`config.mk`:
```
export PLATFORM = sky130hd
export DESIGN_NAME = seq_mult_flat
export DESIGN_NICKNAME = d
export VERILOG_FILES = /design/src/rtl/mult_pkg.sv /design/src/rtl/seq_mult_if.sv /design/src/rtl/twos_abs.sv /design/src/rtl/seq_mult.sv /design/src/flat_wrapper.sv
export SDC_FILE = /design/constraint.sdc
export NUM_CORES = 1
export LEC_CHECK = 0
export CAP_MARGIN = 20
export CORE_MARGIN = 2
export CORE_UTILIZATION = 58
export CTS_CLUSTER_DIAMETER = 60
export DETAILED_ROUTE_END_ITERATION = 8
export GPL_TIMING_DRIVEN = 0
export PLACE_DENSITY = 0.82
export SLEW_MARGIN = 5
export SYNTH_ARGS = -nofsm -noshare
export SYNTH_HDL_FRONTEND = slang
export SYNTH_SLANG_ARGS = --single-unit
```
`constraint.sdc`:
```
create_clock -name clock -period 7.7 [get_ports clock]
set_input_delay 0.77 -clock clock [delete_from_list [all_inputs] [get_ports clock]]
set_output_delay 0.77 -clock clock [all_outputs]
set_load 0.02 [all_outputs]
```
`src/rtl/mult_pkg.sv`:
```
// Shared definitions for the CPU54 multi-cycle multiplier (seq_mult).
// The optional MULTU support is selected by the SIGNED_SEL_EN macro.
package mult_pkg;

  localparam int MULT_W = 32;
  localparam int CNT_W  = $clog2(MULT_W) + 1;

  typedef enum logic [0:0] {
    M_IDLE,
    M_RUN
  } mult_state_t;

endpackage

```
`src/rtl/seq_mult_if.sv`:
```
// Request/response bundle between the pipeline and seq_mult.
// The optional is_signed select exists only when SIGNED_SEL_EN is defined.
interface seq_mult_if #(
  parameter int WIDTH = 32
);
  import mult_pkg::*;

  // Handshake: start is a level request that is sampled only on an edge
  // where busy=0. That edge launches a run and busy stays high for WIDTH
  // cycles. done pulses for exactly one cycle when z is updated. A start
  // seen while busy=1 is dropped, not queued.
  logic [WIDTH-1:0]   a;
  logic [WIDTH-1:0]   b;
  logic               start;
  logic [2*WIDTH-1:0] z;
  logic               busy;
  logic               done;
  mult_state_t        state;

`ifdef SIGNED_SEL_EN
  logic               is_signed;

  modport master (output a, b, start, is_signed, input z, busy, done, state);
  modport slave  (input a, b, start, is_signed, output z, busy, done, state);
`else
  modport master (output a, b, start, input z, busy, done, state);
  modport slave  (input a, b, start, output z, busy, done, state);
`endif

endinterface

```
`src/rtl/twos_abs.sv`:
```
// Magnitude and sign of one two's-complement operand.
// The most negative value maps to 2^(WIDTH-1), which is correct when read as unsigned.
module twos_abs #(
  parameter int WIDTH = 32
) (
  input  logic [WIDTH-1:0] value,
  output logic [WIDTH-1:0] mag,
  output logic             neg
);

  assign neg = value[WIDTH-1];
  assign mag = neg ? (~value + WIDTH'(1)) : value;

endmodule

```
`src/rtl/seq_mult.sv`:
```
// Multi-cycle WIDTHxWIDTH -> 2*WIDTH signed shift-add multiplier (MULT, plus MULTU
// when SIGNED_SEL_EN is defined); same start/busy handshake as the divider.
module seq_mult
  import mult_pkg::*;
#(
  parameter int WIDTH = MULT_W
) (
  input logic        clock,
  input logic        reset,
  seq_mult_if.slave  bus
);

  localparam int              CW   = $clog2(WIDTH) + 1;
  localparam logic [CW-1:0]   LAST = CW'(WIDTH - 1);

  mult_state_t        state;
  mult_state_t        state_next;
  logic [CW-1:0]      count;
  logic [WIDTH-1:0]   mcand;
  logic [WIDTH-1:0]   mplier;
  logic [2*WIDTH:0]   acc;
  logic               sign;
  logic [2*WIDTH-1:0] z;
  logic               done;

  logic               load;
  logic               step;
  logic               finish;

  // Operand conditioning for the launch edge
  logic [WIDTH-1:0]   a_mag;
  logic [WIDTH-1:0]   b_mag;
  logic               a_neg;
  logic               b_neg;
  logic               use_sign;
  logic [WIDTH-1:0]   op_a;
  logic [WIDTH-1:0]   op_b;
  logic               launch_sign;

  twos_abs #(.WIDTH(WIDTH)) u_abs_a (.value(bus.a), .mag(a_mag), .neg(a_neg));
  twos_abs #(.WIDTH(WIDTH)) u_abs_b (.value(bus.b), .mag(b_mag), .neg(b_neg));

`ifdef SIGNED_SEL_EN
  assign use_sign = bus.is_signed;
`else
  assign use_sign = 1'b1;
`endif

  assign op_a        = use_sign ? a_mag : bus.a;
  assign op_b        = use_sign ? b_mag : bus.b;
  assign launch_sign = use_sign & (a_neg ^ b_neg);

  // One shift-add iteration; the W+1-bit high half absorbs the carry.
  logic [WIDTH:0]     sum_hi;
  logic [2*WIDTH:0]   acc_next;
  logic [2*WIDTH-1:0] product;

  always_comb begin
    sum_hi   = acc[2*WIDTH:WIDTH] + {1'b0, mcand & {WIDTH{mplier[0]}}};
    acc_next = {1'b0, sum_hi, acc[WIDTH-1:1]};
    product  = acc_next[2*WIDTH-1:0];
  end

  always_ff @(posedge clock or posedge reset) begin
    if (reset) begin
      state <= M_IDLE;
    end else begin
      state <= state_next;
    end
  end

  always_comb begin
    state_next = state;
    load       = 1'b0;
    step       = 1'b0;
    finish     = 1'b0;
    case (state)
      M_IDLE: begin
        if (bus.start) begin
          load       = 1'b1;
          state_next = M_RUN;
        end
      end
      M_RUN: begin
        step = 1'b1;
        if (count == LAST) begin
          finish     = 1'b1;
          state_next = M_IDLE;
        end
      end
      default: state_next = M_IDLE;
    endcase
  end

  always_ff @(posedge clock or posedge reset) begin
    if (reset) begin
      count  <= '0;
      mcand  <= '0;
      mplier <= '0;
      acc    <= '0;
      sign   <= 1'b0;
      z      <= '0;
      done   <= 1'b0;
    end else begin
      done <= finish;
      if (load) begin
        mcand  <= op_a;
        mplier <= op_b;
        acc    <= '0;
        count  <= '0;
        sign   <= launch_sign;
      end
      if (step) begin
        acc    <= acc_next;
        mplier <= mplier >> 1;
        count  <= count + CW'(1);
      end
      // Negating zero yields zero, so no special case is needed here.
      if (finish) begin
        z <= sign ? -product : product;
      end
    end
  end

  assign bus.z     = z;
  assign bus.busy  = (state == M_RUN);
  assign bus.done  = done;
  assign bus.state = state;

endmodule

```
`src/flat_wrapper.sv`:
```
// flat-port wrapper written by rule: the top's interface ports become plain ports
module seq_mult_flat import mult_pkg::*;
#(
  parameter int WIDTH = MULT_W
)
  (clock, reset, bus_a, bus_b, bus_start, bus_z, bus_busy, bus_done, bus_state);
  seq_mult_if #(.WIDTH(WIDTH)) bus_i ();
  input logic clock;
  input logic reset;
  input wire logic [$bits(bus_i.a)-1:0] bus_a;
  input wire logic [$bits(bus_i.b)-1:0] bus_b;
  input wire logic [$bits(bus_i.start)-1:0] bus_start;
  output wire logic [$bits(bus_i.z)-1:0] bus_z;
  output wire logic [$bits(bus_i.busy)-1:0] bus_busy;
  output wire logic [$bits(bus_i.done)-1:0] bus_done;
  output wire logic [$bits(bus_i.state)-1:0] bus_state;
  assign bus_i.a = bus_a;
  assign bus_i.b = bus_b;
  assign bus_i.start = bus_start;
  assign bus_z = bus_i.z;
  assign bus_busy = bus_i.busy;
  assign bus_done = bus_i.done;
  assign bus_state = bus_i.state;
  seq_mult #(.WIDTH(WIDTH)) u_core (.clock(clock), .reset(reset), .bus(bus_i));
endmodule
```
==> results of run 1 <==
-- report_power, final --
part           switching (mW)  total (mW)  leakage [nW]  internal [mW]
clock                   0.464       0.905         0.290          0.441
combinational            1.53        2.55          3.49           1.02
sequential              0.319        1.79          2.59           1.47
-- synthesized netlist by cell type, types with 21 or more instances --
| cell type | count | area [um^2] |
|---|---|---|
| nand2_1 | 280 | 1051 |
| o21ai_0 | 219 | 1096 |
| dfrtp_1 | 200 | 5005 |
| xor2_1 | 114 | 998.5 |
| clkbuf_1 | 84 | 315.3 |
| o31ai_1 | 42 | 315.3 |
| and2_1 | 38 | 237.7 |
| ha_1 | 36 | 450.4 |
| a21oi_1 | 35 | 175.2 |
| nor2_1 | 32 | 120.1 |
| a22o_1 | 30 | 262.8 |
| xnor2_1 | 27 | 236.5 |
| o21ai_1 | 21 | 105.1 |
| or3_1 | 21 | 131.4 |
-- cell usage in the layout (no fill, tap or decap), types with 14 or more instances in the layout --
cell type / n
nand2_1: 280
o21ai_0: 219
dfrtp_1: 200
clkdlybuf4s50_1: 133
xor2_1: 114
clkbuf_1: 84
o31ai_1: 42
and2_1: 38
ha_1: 36
a21oi_1: 35
nor2_1: 32
a22o_1: 30
xnor2_1: 27
o21ai_1: 21
or3_1: 21
a21o_1: 19
inv_1: 18
nand3_1: 18
or4_1: 17
o41ai_1: 17
clkbuf_16: 17
nor3_1: 14
-- state kept, by name (all words and copies together) (netlist names) --
name             count
u_core.bus.z        64
u_core.acc          63
u_core.mcand        32
u_core.mplier       32
u_core.count         6
u_core.bus.busy      1
u_core.bus.done      1
u_core.sign          1
-- metrics by stage --
stage / hold WS (ns) / total power, mW / setup slack [ns] / area (um^2) / TNS, ns
final: 0.4760 / 5.247 / 2.402 / 14810 / 0
after CTS: 0.4817 / 5.228 / 2.491 / 14810 / 0
after global placement: 0.4529 / 4.213 / -0.9234 / 14180 / -181.57
after global routing: 0.5008 / 5.606 / 2.213 / 14810 / 0
after floorplan: 0.4356 / 3.437 / 1.476 / 12500 / 0
after detailed placement: 0.4633 / 4.311 / 2.552 / 14210 / 0
-- worst max-delay path, cell delays in order, from the launching register on --
cell and delay (ns):
dfrtp_1 0.45, clkbuf_1 0.29, and2_1 0.24, ha_1 0.33, a21o_1 0.26, a31oi_1 0.28
a21oi_1 0.24, o31ai_1 0.74, xnor2_1 0.44, or4b_1 0.59, nor4_1 0.70, a311o_1 0.28
o21ai_1 0.07, a221o_1 0.25
-- per-layer routing --
layer,GRT usage (%),vias up
met1,42.56,5506
met3,5.181,39
li1,-,5504
met4,8.879,0
met5,0,-
met2,48.14,410
-- how the worst max path moves through the flow --
stage,endpoint,slack [ns],start
global route,u_core.bus.z[62],2.21,u_core.mplier[0]
global placement,u_core.mcand[14],-0.92,reset
finish,u_core.bus.z[62],2.40,u_core.mplier[0]
floorplan,u_core.acc[10],1.48,reset
CTS,u_core.bus.z[62],2.49,u_core.mplier[0]
detailed placement,u_core.bus.z[62],2.55,u_core.mplier[0]
-- cell families (layout without fill, tap and decap cells) --
| kind of cell | Yosys count | after routing |
|---|---|---|
| and+or+nand+nor | 496 | 496 |
| xor gates and xnor gates | 141 | 141 |
| AOI/OAI and AO/OA | 454 | 454 |
| DFF | 200 | 200 |
| adders and majority gates | 37 | 37 |
| buffers and inverters | 111 | 277 |
| muxes | 11 | 11 |
-- area by class of cell --
cell class                      count  share of cell area [%]
Multi-Input combinational cell   1139                   47.77
Tap cell                          275                   2.323
Inverter                           19                  0.5321
Buffer                             92                   2.365
Clock buffer                       17                   2.872
Clock inverter                     15                   1.174
Sequential cell                   200                   33.79
Timing Repair Buffer              134                   9.173
==> results.yml, run 1 <==
pwr:
  ir_drop_mv: 0.1802
  power_density_mw_per_mm2: 354.2
  p_leak_nw: 6.366
worst_setup_path:
  reg2regPathDepth: 13
  cp-end-kind: "flop"
  r2r_slack_ns: 2.40
  worst_ep_arrival_time_ns: 5.62
  cp.required_ns: 8.02
  path_max_fanout: 10
  regToRegStartpoint: "u_core.mplier[0]"
  crit_type: "flop to flop"
  startpoint_type: "flop"
  r2r-end: "u_core.bus.z[62]"
global_route:
  grt_pass1_wl_um: 54290
  grt_max_degree: 105
  grt-ovfl-total: 0
  grt_usage_pct: 30.18
  antenna_found_initial: 0
  grt_pass1_vias: 10631
sta:
  finalHoldViolCount: 0
  finalSetupViolCount: 0
  skew_ns: 0.01503
  relSlewSlack_pct: 20.80
  tightest_slew_ns: 1.188
  min_period_ns: 5.298
  fmax_ghz: 0.1888
  slew_viol_final: 0
  post-route-period-util_pct: 68.80
  rsz0062_at_grt: "false"
synthesis:
  synth_edf_count: 0
  syn_inst: 1450
  synth-seq-cells: 200
  yosysWarnings: 0
  synth_compound_area_share_pct: 23.13
  synth_xor_area_share_pct: 9.877
  synthSimpleGateAreaFrac_pct: 18.93
  ys_seq_area_share_pct: 40.03
  synth.avg_cell_area_um2: 8.623
  muxShareOfSynthArea_pct: 0.9006
  synth_cell_types: 74
  syn-cell-area_mm2: 0.01250
  syn_nets: 1554
  synth_top_family_by_area: "compound AO/OA/AOI/OAI gates"
  synth-async-reset-ratio_pct: 100.0
  yosys.area_share.adder_pct: 3.763
  synthFlopType: "dfrtp_1"
detailed_routing:
  detail_route.vias_per_cell: 6.060
  wl_met1_um: 15020
  drt_iter0_markers: 868
  route.antenna.remaining_nets: 0
  vias: 11459
  wl_met2_um: 15650
  first_pass_iters: 7
  drc: 0
  route.top_layer_used: "met4"
  route.met3.wl_um: 2396
  wl_per_cell_um: 17.82
  drt-total-wl_um: 33700
placed_design:
  numPortBuffers: 133
  dp_hpwl_um: 25510
  globalplace.congestion: 0.9316
  place_inst: 1859
clock_tree:
  clk_pin_slew_ns: 0.08
  cts.sinks: 200
  htreeDepth: 4
  cts_setup_buffers: 0
  cts_tree: "built"
  cts_resized: 0
  ctsHoldBuffers: 0
  root_buffer: "clkbuf_16"
  cts_buffer_depth: 2
  clk-insertion-delay-late_ns: 0.44
  cts_buffers: 17
job:
  drv_cap: 0
floorplan:
  coreArea_mm2: 0.02109
  ios: 134
  start_util_pct: 59.29
  rows: 53
  dieWidth_um: 150.8
  die-area_mm2: 0.02275
  die_height_um: 150.8
min_path:
  min_path_cells: 2
  min_to: "u_core.mcand[27]"
  worstHoldStart: "u_core.mcand[27]"
  holdCritPathClass: "flop to flop"
finish:
  multi_input_area_mm2: 0.007077
  antenna_cells: 0
  layout-drive-gt1-share_pct: 3.899
  utilization_pct: 70.24
  seq_area_mm2: 0.005005
  fin_nets: 1707
  final-instance-count-excl-fill: 1891
  nFillCells: 1723
  syn2layout_area_growth_pct: 18.47
run_status:
  status: "completed"
(Power assumes the default switching activity.)
==> run 2: changes to the inputs <==
--- a/config.mk
+++ b/config.mk
@@ -7,11 +7,11 @@
 export LEC_CHECK = 0
 export CAP_MARGIN = 20
 export CORE_MARGIN = 2
-export CORE_UTILIZATION = 58
+export CORE_UTILIZATION = 52
 export CTS_CLUSTER_DIAMETER = 60
 export DETAILED_ROUTE_END_ITERATION = 8
 export GPL_TIMING_DRIVEN = 0
-export PLACE_DENSITY = 0.82
+export PLACE_DENSITY = 0.77
 export SLEW_MARGIN = 5
 export SYNTH_ARGS = -nofsm -noshare
 export SYNTH_HDL_FRONTEND = slang
==> constraint.sdc (replaced) <==
create_clock -name clock -period 4.5 [get_ports clock]
set_input_delay 0.45 -clock clock [delete_from_list [all_inputs] [get_ports clock]]
set_output_delay 0.45 -clock clock [all_outputs]
set_load 0.02 [all_outputs]
==> results.yml, run 2 (synthesis gave the netlist of run 1 again) <==
clock_tree:
  cts_buffers: 17
  cts_tree: "built"
  clk-insertion-delay-late_ns: 0.45
  ctsHoldBuffers: 0
  cts.sinks: 200
  cts_buffer_depth: 2
  htreeDepth: 4
  root_buffer: "clkbuf_16"
  clk_pin_slew_ns: 0.09
worst_setup_path:
  startpoint_type: "flop"
  cp.required_ns: 4.83
  cp-end-kind: "flop"
  r2r_slack_ns: 0.05
  reg2regPathDepth: 15
  path_max_fanout: 6
  crit_type: "flop to flop"
  worst_ep_arrival_time_ns: 4.77
sta:
  skew_ns: 0.01546
  tightest_slew_ns: 0.9637
  rsz0062_at_grt: "true"
  min_period_ns: 4.447
  relSlewSlack_pct: 35.29
  fmax_ghz: 0.2249
  finalHoldViolCount: 0
  post-route-period-util_pct: 98.83
  finalSetupViolCount: 0
  slew_viol_final: 0
placed_design:
  place_inst: 1907
  numPortBuffers: 133
  globalplace.congestion: 0.8946
  dp_hpwl_um: 25780
pwr:
  switching_share_pct: 44.03
  sequentialPowerShare_pct: 32.7
  p_leak_nw: 6.566
  power_frac_clock_pct: 16.9
  finalPower_mw: 9.377
  power.switching_mw: 4.128
  p_comb_share_pct: 50.4
  power_density_mw_per_mm2: 608.3
  ir_drop_mv: 0.2830
  intPower_mw: 5.248
detailed_routing:
  drt-total-wl_um: 34510
  detail_route.vias_per_cell: 5.885
  first_pass_iters: 5
  route.antenna.remaining_nets: 0
  wl_per_cell_um: 17.64
  vias: 11516
  drt_iter0_markers: 841
  drc: 0
global_route:
  antenna_found_initial: 0
  grt-ovfl-total: 0
  grt_max_degree: 42
  grt_usage_pct: 27.43
  grt_pass1_wl_um: 56750
  grt_pass1_vias: 11016
run_status:
  status: "completed"
floorplan:
  coreArea_mm2: 0.02354
  die_height_um: 159.1
  rows: 56
  die-area_mm2: 0.02530
  dieWidth_um: 159.1
  start_util_pct: 53.11
  ios: 134
finish:
  layout_common_cells: "280 x nand2_1, 218 x o21ai_0, 199 x dfrtp_1, 133 x clkdlybuf4s50_1, 111 x xor2_1"
  antenna_cells: 0
  top_register: "u_core.bus.z"
  layout-drive-gt1-share_pct: 8.242
  final-instance-count-excl-fill: 1957
  nFillCells: 2040
  final_common_cell: "nand2_1"
  fin_nets: 1729
  largest_reg_flops: 64
  syn2layout_area_growth_pct: 23.28
  top_regs: "u_core.bus.z: 64 flops, u_core.acc: 63 flops"
min_path:
  holdCritPathClass: "input port to async pin"
job:
  drv_cap: 0
run 2: cell count changes in the layout (fill, tap and decap cells not counted), moves of 4 or more:
cell	change
xnor2_1	-5
xnor2_2	+4
buf_12	+5
buf_4	+22
clkbuf_1	-9
ha_2	+5
ha_1	-6
run 2: routing by layer:
metal	global-route usage, %	wire [um]	up-vias
met5	0	0	-
met4	8.306	698	0
met3	3.152	1902	50
met2	43.18	15760	398
met1	40.01	16150	5535
li1	-	-	5533
run 2: final timing paths:
path | startpoint | endpoint
setup / recovery | u_core.mplier[0] | u_core.bus.z[57]
hold / removal | reset | u_core.bus.z[9]
setup reg to reg | u_core.mplier[0] | u_core.bus.z[57]
hold reg to reg | u_core.mcand[20] | u_core.mcand[20]
max in group asynchronous | reset | u_core.bus.z[45]
min in group clock | u_core.mcand[20] | u_core.mcand[20]
run 2: through the flow:
stage / utilization [%] / hold slack [ns] / area, um^2 / TNS [ns] / setup slack, ns
after floorplan: - / 0.4356 / 12510 / 0 / 0.1126
after global placement: 60.48 / 0.4542 / 14240 / -12.14 / -0.5576
after detailed placement: 60.90 / 0.4613 / 14340 / -4.889 / -0.6381
after CTS: 64.57 / 0.4438 / 15200 / -0.06080 / -0.06080
after global routing: 65.47 / 0.4655 / 15410 / -0.1788 / -0.06003
final: 65.47 / 0.4366 / 15410 / 0 / 0.05272
run 2: cell type report:
cell class                 instances  area [um^2]  share of cell area [%]
clock buffer                      17        425.4                   2.760
buffer                            86        341.6                   2.216
timing repair buffer             162         1619                   10.50
clock inverter                    15        186.4                   1.210
tap                              319        399.1                   2.590
inverter                          19        75.07                  0.4871
sequential                       200         5006                   32.48
multi-input combinational       1139         7361                   47.76
run 2: critical path, cell delays in order (launching register included):
cell and delay, ns:
dfrtp_2 0.46, buf_8 0.14, and2_4 0.17, ha_4 0.17, fa_2 0.42, a21o_1 0.23
a221o_2 0.42, a221oi_4 0.31, buf_6 0.16, xnor2_4 0.08, a311oi_1 0.23, or3b_4 0.43
or4b_4 0.59, o41ai_4 0.24, xnor2_1 0.19, o21ai_1 0.08
run 2: power groups by stage:
stage          registers (mW)  clock network, mW  logic, mW
5_1_grt                  3.15               1.68       5.20
3_5_place_dp             3.07                  0       4.30
6_report                 3.06               1.59       4.72
3_3_place_gp             3.05                  0       4.17
2_1_floorplan            3.23                  0       2.65
4_1_cts                  3.05               1.60       4.52
run 2: what timing repair did:
action	in CTS	in global routing
resized for setup	32	32
buffers inserted	14	10
endpoints found under the setup margin	12	13
pin swaps	9	22
==> run 3: changes to the inputs <==
--- a/config.mk
+++ b/config.mk
@@ -12,7 +12,6 @@
 export DETAILED_ROUTE_END_ITERATION = 8
 export GPL_TIMING_DRIVEN = 0
 export PLACE_DENSITY = 0.77
-export SLEW_MARGIN = 5
 export SYNTH_ARGS = -nofsm -noshare
 export SYNTH_HDL_FRONTEND = slang
 export SYNTH_SLANG_ARGS = --single-unit
==> results.yml, run 3 (synthesis gave the netlist of run 1 again) <==
run_status:
  status: "finished with violations"
  violations: "negative setup slack"
worst_setup_path:
  cp.required_ns: 4.82
  startpoint: "u_core.mplier[0]"
  worst_ep_arrival_time_ns: 4.87
  critical_path_buf_inv_count: 1
  crit_chain: "clkbuf_2 -> and2_1 -> ha_2 -> a21o_1 -> a31oi_1 -> a21oi_2 -> or4_1 -> a2111o_1 -> nor4_2 -> or4b_4 -> o41ai_4 -> xor2_1 -> o21ai_1"
  r2r_slack_ns: -0.05
  cp-end-kind: "flop"
  crit_type: "flop to flop"
  regToRegStartpoint: "u_core.mplier[0]"
  startpoint_type: "flop"
  critPathMaxStageDelay_ns: 0.58
  crit_family: "compound AO/OA/AOI/OAI gates"
  path_max_fanout: 10
  cp_slowest_cell: "or4b_4"
finish:
  nFillCells: 2033
  layout_common_cells: "280 x nand2_1, 219 x o21ai_0, 199 x dfrtp_1, 133 x clkdlybuf4s50_1, 112 x xor2_1"
  layout-drive-gt1-share_pct: 7.871
  final_common_cell: "nand2_1"
  fin_nets: 1730
  largest_reg_flops: 64
  top_regs: "u_core.bus.z: 64 flops, u_core.acc: 63 flops"
  syn2layout_area_growth_pct: 23.11
  antenna_cells: 0
  final-instance-count-excl-fill: 1958
  fin_area_mm2: 0.01539
  top_register: "u_core.bus.z"
sta:
  fin_ws_ns: -0.05075
  finalHoldViolCount: 0
  post-route-period-util_pct: 101.1
  tightest_slew_ns: 0.9133
  finalSetupViolCount: 3
  min_period_ns: 4.551
  rsz0062_at_grt: "true"
  slew_viol_final: 0
  relSlewSlack_pct: 38.68
  skew_ns: 0.01096
  holdWs_ns: 0.2454
  fmax_ghz: 0.2197
detailed_routing:
  wl_per_cell_um: 17.83
  drt-total-wl_um: 34910
  route.antenna.remaining_nets: 0
  drc: 0
  detail_route.vias_per_cell: 5.909
  first_pass_iters: 7
  drt_iter0_markers: 821
  vias: 11570
placed_design:
  dp_hpwl_um: 25820
  place_inst: 1907
  globalplace.congestion: 0.8946
  dp_slack_ns: -0.6424
  placed_cell_area_mm2: 0.01434
  numPortBuffers: 133
pwr:
  p_leak_nw: 6.569
  power_density_mw_per_mm2: 610.4
  ir_drop_mv: 0.3441
global_route:
  antenna_found_initial: 0
  grt_max_degree: 45
  grt_pass1_vias: 10939
  grt_pass1_wl_um: 56510
  grt_usage_pct: 27.26
  grt-ovfl-total: 0
clock_tree:
  clk-insertion-delay-late_ns: 0.45
  root_buffer: "clkbuf_16"
  cts_buffer_depth: 2
  clk_pin_slew_ns: 0.08
  htreeDepth: 4
  cts_buffers: 17
  cts_tree: "built"
  cts.sinks: 200
  ctsHoldBuffers: 0
floorplan:
  start_util_pct: 53.11
  ios: 134
  rows: 56
  dieWidth_um: 159.1
  die_height_um: 159.1
  die-area_mm2: 0.02530
  coreArea_mm2: 0.02354
min_path:
  holdCritPathClass: "input port to async pin"
job:
  drv_cap: 0
==> run 3: final timing paths <==
check / cells past startpoint / end
setup / recovery: 13 / u_core.bus.z[59]
hold reg to reg: 2 / u_core.mcand[27]
setup reg to reg: 13 / u_core.bus.z[59]
hold / removal: 2 / u_core.bus.z[7]
max in group asynchronous: 4 / u_core.mplier[0]
min in group clock: 2 / u_core.mcand[27]
==> run 3: where the power goes <==
group / total [mW] / internal, mW / switching, mW
Clock: 1.63 / 0.808 / 0.817
Sequential: 3.07 / 2.52 / 0.548
Combinational: 4.70 / 1.97 / 2.74
==> run 3: final cells by class <==
type                            instances  area (um^2)  area share (%)
Multi-Input combinational cell       1139         7325           47.59
Sequential cell                       200         5006           32.52
Timing Repair Buffer                  162         1619           10.52
Clock buffer                           17        425.4           2.764
Tap cell                              319        399.1           2.593
Buffer                                 87        345.3           2.244
Clock inverter                         15        197.7           1.284
Inverter                               19        75.07          0.4877
==> run 3: stage by stage <==
stage	TNS (ns)	power, mW	util (%)
floorplan	0	5.881	-
global route	-0.7847	10.04	65.38
finish	-0.1039	9.395	65.38
CTS	-0.05844	9.204	64.62
detailed placement	-4.727	7.379	60.90
global placement	-12.14	7.225	60.48
==> run 3: routing by layer <==
metal | routed length [um] | track usage (%)
met3 | 2370 | 3.048
met2 | 16180 | 43.54
met4 | 586 | 8.017
met1 | 15770 | 39.37
met5 | 0 | 0
==> run 3: worst reg2reg max path, cell delays in order, from the launching register on <==
cell	delay, ns
dfrtp_2	0.45
clkbuf_2	0.22
and2_1	0.22
ha_2	0.34
a21o_1	0.26
a31oi_1	0.30
a21oi_2	0.20
or4_1	0.45
a2111o_1	0.46
nor4_2	0.29
or4b_4	0.58
o41ai_4	0.39
xor2_1	0.18
o21ai_1	0.07
==> run 3: what timing repair did <==
action / CTS / global route
setup buffers: 13 / 10
gates cloned: 1 / 0
resized for setup: 30 / 26
pin swaps: 10 / 17
setup endpoints to repair: 12 / 12
